$ cat src/rtl/ofd_uart_framer.sv
// rtl/ofd_uart_framer.sv - capture FRAME_LEN samples into a FIFO and emit them as a framed UART byte stream
module ofd_uart_framer #(
  parameter int         N_BIT     = 12,
  parameter int         DEPTH     = 16,
  parameter int         FRAME_LEN = 8,
  parameter logic [7:0] SYNC_BYTE = 8'hA5
) (
  input  logic             clk,
  input  logic             reset,
  input  logic             trig_start,
  input  logic             sample_en,
  input  logic [N_BIT-1:0] data_in,
  input  logic             tx_ready,
  output logic [7:0]       tx_data,
  output logic             tx_run,
  output logic             busy,
  output logic             overflow,
  output logic             frame_done
);

  localparam int NB = (N_BIT + 7) / 8;
  localparam int SW = 8 * NB;
  localparam int AW = (DEPTH > 1) ? $clog2(DEPTH) : 1;
  localparam int BW = (NB > 1) ? $clog2(NB) : 1;
  localparam logic [AW:0]    DEPTH_C   = (AW+1)'(DEPTH);
  localparam logic [BW-1:0]  LAST_IDX  = BW'(NB - 1);
  localparam logic [7:0]     LAST_SAMP = 8'(FRAME_LEN - 1);
  localparam logic [7:0]     LEN_BYTE  = 8'(FRAME_LEN);

  typedef enum logic [2:0] {S_IDLE, S_SYNC, S_LEN, S_SAMP, S_CSUM, S_DONE} state_t;
  state_t state, state_nxt;

  logic [N_BIT-1:0] mem [DEPTH];
  logic [AW-1:0]    wr_ptr, rd_ptr;
  logic [AW:0]      count;
  logic             full, empty;

  logic             armed;
  logic [7:0]       acc_cnt;
  logic [7:0]       samp_cnt;
  logic [BW-1:0]    byte_idx;
  logic [SW-1:0]    shift;
  logic [1:0]       guard;
  logic [7:0]       csum;

  logic             trig_ok, push_req, push, reject;
  logic             can_send, issue, pop;
  logic [7:0]       byte_nxt;
  logic [SW-1:0]    head_ext;

  assign full     = (count == DEPTH_C);
  assign empty    = (count == '0);
  assign busy     = (state != S_IDLE);
  assign trig_ok  = trig_start && (state == S_IDLE);
  // Fullness is judged before any same-cycle pop, so a pop never makes room for a push.
  assign push_req = armed && sample_en;
  assign push     = push_req && !full;
  assign reject   = push_req && full;
  assign can_send = tx_ready && (guard == 2'd0);
  assign head_ext = SW'(mem[rd_ptr]);

  always_ff @(posedge clk or posedge reset) begin
    if (reset) begin
      state <= S_IDLE;
    end else begin
      state <= state_nxt;
    end
  end

  always_comb begin
    state_nxt = state;
    issue     = 1'b0;
    pop       = 1'b0;
    byte_nxt  = 8'h00;
    case (state)
      S_IDLE: begin
        if (trig_start) state_nxt = S_SYNC;
      end
      S_SYNC: begin
        if (can_send) begin
          issue     = 1'b1;
          byte_nxt  = SYNC_BYTE;
          state_nxt = S_LEN;
        end
      end
      S_LEN: begin
        if (can_send) begin
          issue     = 1'b1;
          byte_nxt  = LEN_BYTE;
          state_nxt = S_SAMP;
        end
      end
      S_SAMP: begin
        // The first byte of each sample comes straight from the FIFO head; stall while it is empty.
        if (can_send && ((byte_idx != '0) || !empty)) begin
          issue    = 1'b1;
          pop      = (byte_idx == '0);
          byte_nxt = (byte_idx == '0) ? head_ext[7:0] : shift[7:0];
          if ((byte_idx == LAST_IDX) && (samp_cnt == LAST_SAMP)) state_nxt = S_CSUM;
        end
      end
      S_CSUM: begin
        if (can_send) begin
          issue     = 1'b1;
          byte_nxt  = csum;
          state_nxt = S_DONE;
        end
      end
      S_DONE: begin
        state_nxt = S_IDLE;
      end
      default: begin
        state_nxt = S_IDLE;
      end
    endcase
  end

  always_ff @(posedge clk) begin
    if (push) mem[wr_ptr] <= data_in;
  end

  always_ff @(posedge clk or posedge reset) begin
    if (reset) begin
      wr_ptr <= '0;
      rd_ptr <= '0;
      count  <= '0;
    end else begin
      if (push) wr_ptr <= wr_ptr + 1'b1;
      if (pop)  rd_ptr <= rd_ptr + 1'b1;
      case ({push, pop})
        2'b10:   count <= count + 1'b1;
        2'b01:   count <= count - 1'b1;
        default: count <= count;
      endcase
    end
  end

  always_ff @(posedge clk or posedge reset) begin
    if (reset) begin
      armed    <= 1'b0;
      acc_cnt  <= 8'd0;
      overflow <= 1'b0;
    end else if (trig_ok) begin
      armed    <= 1'b1;
      acc_cnt  <= 8'd0;
      overflow <= 1'b0;
    end else if (push) begin
      acc_cnt <= acc_cnt + 8'd1;
      if (acc_cnt == LAST_SAMP) armed <= 1'b0;
    end else if (reject) begin
      overflow <= 1'b1;
    end
  end

  always_ff @(posedge clk or posedge reset) begin
    if (reset) begin
      tx_data    <= 8'h00;
      tx_run     <= 1'b0;
      frame_done <= 1'b0;
      guard      <= 2'd0;
      samp_cnt   <= 8'd0;
      byte_idx   <= '0;
      shift      <= '0;
      csum       <= 8'h00;
    end else begin
      tx_run     <= issue;
      frame_done <= (state == S_DONE);
      if (issue) tx_data <= byte_nxt;
      // A fresh issue blocks the next one for three cycles, giving a four-cycle byte pitch.
      if (issue) begin
        guard <= 2'd3;
      end else if (trig_ok) begin
        guard <= 2'd1;
      end else if (guard != 2'd0) begin
        guard <= guard - 2'd1;
      end
      if (trig_ok) begin
        samp_cnt <= 8'd0;
        byte_idx <= '0;
        csum     <= 8'h00;
      end else if (issue && (state == S_LEN)) begin
        csum <= LEN_BYTE;
      end else if (issue && (state == S_SAMP)) begin
        csum  <= csum + byte_nxt;
        shift <= (byte_idx == '0) ? (head_ext >> 8) : (shift >> 8);
        if (byte_idx == LAST_IDX) begin
          byte_idx <= '0;
          samp_cnt <= samp_cnt + 8'd1;
        end else begin
          byte_idx <= byte_idx + 1'b1;
        end
      end
    end
  end

endmodule

$ cat config.mk
export PLATFORM = sky130hd
export DESIGN_NAME = ofd_uart_framer
export DESIGN_NICKNAME = d
export VERILOG_FILES = /design/src/rtl/ofd_uart_framer.sv
export SDC_FILE = /design/constraint.sdc
export NUM_CORES = 1
export LEC_CHECK = 0
export ABC_CLOCK_PERIOD_IN_PS = 3300
export BUFFER_PORTS_ARGS = -buffer_cell sky130_fd_sc_hd__buf_4
export CAP_MARGIN = 40
export CORE_MARGIN = 2
export CORE_UTILIZATION = 45
export CTS_CLUSTER_SIZE = 40
export DETAILED_ROUTE_END_ITERATION = 12
export PLACE_DENSITY = 0.68
export SKIP_CTS_REPAIR_TIMING = 1
export SYNTH_ARGS = -nofsm -noshare
export SYNTH_HDL_FRONTEND = slang
export SYNTH_SLANG_ARGS = --single-unit
$ cat constraint.sdc
create_clock -name clk -period 3.3 [get_ports clk]
set_input_delay 0.165 -clock clk [delete_from_list [all_inputs] [get_ports clk]]
set_output_delay 0.165 -clock clk [all_outputs]
set_load 0.05 [all_outputs]
==> run metrics <==
Final WS setup=-0.240 ns; CP cell instances=buf_12 > mux4_2 > mux4_2 > a221o_1 > ha_4 > buf_4 > a311oi_2 > mux2i_1 > nor3_1 > a221o_1; First-pass DRT Iterations=5; flop-to-flop setup slack=-0.24 ns; CTS tree=yes; Port Buf Inserts=28; NetSw=3.00 mW; Slowest-stage cell, CP=mux4_2; Longest Clk Path Bufs=3; boundary pin count=29; Logic pwr share=0.301; row count=55; Worst Reg-to-Reg Cells=10; clock power share=0.280; CP Max Fanout=10; fin crit share=1.07; Mapped Area=0.0104 mm2; Reg power frac=0.418; first-pass GRT wire length=34500 um; worst vdd ir=0.531 mV; Finished Layout Cells=1026; Switching Share=0.300; Avg WL per Cell=21.5 um; required time of the critical path=3.69 ns; cts bufs inserted=26; Die Footprint=0.0245 mm2; Die Width=156 um; Finish-stage setup viols=3; WP buf/inv=2; share of the synthesized area in the top cell type=0.552; Max-Cap Viols=0; vias in the first global route=5965; total track usage=0.187; worst r2r src=rd_ptr[0]$_DFFE_PP0P_; outcome=finished, violations left; synthesized netlist cell count=612; sequential element share of the synthesized area=0.693; Avg Cell Area, Syn=17.1 um2; Starting Density=0.460; clock sink count=251; Diodes inserted=0; yosys warns=0; Tmin final=3.54 ns; CTS root buf=clkbuf_16; RSZ-0062 raised after global routing=true; Worst path top cell family by delay=multiplexers; Layout Nets=759; Core ar.=0.0227 mm2; #FFs+latches synth=251; DRC viols=0; Pwr per Cell Area=801 mW/mm2; Vias=5824; Slew Viols, Final=0; CTS clk-pin slew, worst paths=0.06 ns; Pint=7.00 mW; Crit. End Element=flip-flop; H-tree levels=1; Unique masters post-synth=47; Critical Path AT=3.93 ns; Largest stage delay, worst path=0.51 ns; RR Endpoint=csum[7]$_DFFE_PP0P_; DPL Wire Length=14600 um; remaining antenna violation count=0; placed cell areas=0.0115 mm2; share of cells above drive strength 1=0.271; global route overflow=0; pin count of the biggest net entering global routing=35; failing checks=negative setup slack; Synth top cells by count=edfxtp_1, dfrtp_1, mux4_2, nor2_1, nand2_1; dominant cell type by area after synthesis=edfxtp_1; WHS Path Cells=3; initial antenna violation count=0; Max-slew headroom=0.509; worst slew pin tran=0.734 ns; Worst Hold Class=input port to flip-flop; GPL Wtd Cong=0.855; Clk Latency, worst-skew pair=0.52 ns; dpl cells=963; Finished Cell Area=0.0125 mm2; Worst Skew=0.0110 ns; total wire length=22100 um; synthesis-to-finish area growth=19.5%; Post-synth EDFFs=192; die height=156 um; Via density=5.68; ys flop type=edfxtp_1; top-count cell post-synth=edfxtp_1; Leak=4.63 nW; crit start category=flip-flop; critical path type=flip-flop to flip-flop; hold_sp=tx_ready; Post-synth ARST share=0.235; Min-Delay Endpoint=state[1]$_DFFE_PP0P_; ranking of synthesized cells by area=edfxtp_1, dfrtp_1, mux4_2; Syn Nets=650; First DRT Iteration DRCs=484; Final Hold Viols=0; Fmax=282 MHz
worst register-to-register path, delay by kind of cell, from the launching register on:
family / cells / cell delay (ns)
AO/OA/AOI/OAI: 3 / 1.03
adder cells (fa/ha/maj): 1 / 0.24
buffers and inverters: 2 / 0.32
flip-flops: 1 / 0.43
multiplexers: 3 / 1.32
AND/OR/NAND/NOR: 1 / 0.09
flip-flops by register name (all words and copies together), names as in the netlist, 2 cells and up:
register	count
mem	192
acc_cnt	8
csum	8
samp_cnt	8
tx_data	8
count	5
rd_ptr	4
shift	4
wr_ptr	4
state	3
guard	2
how the worst max path moves through the flow:
stage                          startpoint                   to  slack, ns  cells after the start
floorplan           rd_ptr[0]$_DFFE_PP0P_  csum[7]$_DFFE_PP0P_      -0.05                     10
finish              rd_ptr[0]$_DFFE_PP0P_  csum[7]$_DFFE_PP0P_      -0.24                     10
global route        rd_ptr[0]$_DFFE_PP0P_  csum[7]$_DFFE_PP0P_      -0.30                     10
detailed placement  rd_ptr[0]$_DFFE_PP0P_  csum[7]$_DFFE_PP0P_      -0.21                     10
global placement    rd_ptr[0]$_DFFE_PP0P_  csum[7]$_DFFE_PP0P_      -0.12                     10
CTS                 rd_ptr[0]$_DFFE_PP0P_  csum[7]$_DFFE_PP0P_      -0.27                     10
layout by cell type (no fill, tap or decap), drive strengths merged, types with 3 or more instances in the layout:
master and instances:
nand2b 4, nor3 13, and3 3, a21o 10, clkbuf 33, mux4 55
dfrtp 59, buf 92, nand3 13, dlygate4sd3 15, a221o 4, a21oi 21
o21ai 10, mux2i 12, ha 19, a22oi 3, nor2b 7, clkinv 11
a22o 13, nor2 38, edfxtp 192, xnor2 13, nand2 32, inv 16
xor2 17, nand4 6
power by group through the flow:
stage	Clock, mW	Sequential, mW	Combinational (mW)
final	2.80	4.18	3.01
after global routing	2.99	4.23	3.27
after CTS	2.86	4.18	3.02
after detailed placement	0	4.23	3.01
after global placement	0	4.21	2.92
after floorplan	0	4.30	1.95
stage by stage:
stage	setup slack [ns]	utilization	total power [mW]	TNS [ns]	hold WS, ns
6_report	-0.240	0.550	10.0	-0.403	0.00502
3_3_place_gp	-0.115	0.506	7.13	-0.162	0.248
2_1_floorplan	-0.0456	-	6.25	-0.0456	0.264
5_1_grt	-0.297	0.550	10.5	-0.666	0.00446
3_5_place_dp	-0.208	0.506	7.24	-0.329	0.265
4_1_cts	-0.270	0.543	10.1	-0.491	-0.284
cell type report:
type                       instances  area, um2
multi-input combinational        319       3100
fill                            1759      10200
tap                              285        357
timing repair buffer             107        898
clock inverter                    15        120
inverter                          16       60.1
sequential                       251       7240
clock buffer                      33        708
cells by family (layout without fill, tap and decap cells):
family                   after synthesis  after routing  share of synthesized area
XOR/XNOR                              30             30                     0.0251
multiplexers                          67             67                      0.130
AND/OR/NAND/NOR                      127            127                     0.0576
adder cells (fa/ha/maj)               21             21                     0.0266
flip-flops                           251            251                      0.693
buffers and inverters                 42            171                     0.0170
AO/OA/AOI/OAI                         74             74                     0.0505
layer usage:
metal,part of all wire,global-route usage,up-vias
met1,0.43,0.259,3003
met2,0.49,0.310,184
met3,0.059,0.0349,32
met5,0,0,-
li1,-,-,2605
met4,0.020,0.0415,0
No activity file was read; power rests on OpenSTA's default activity.
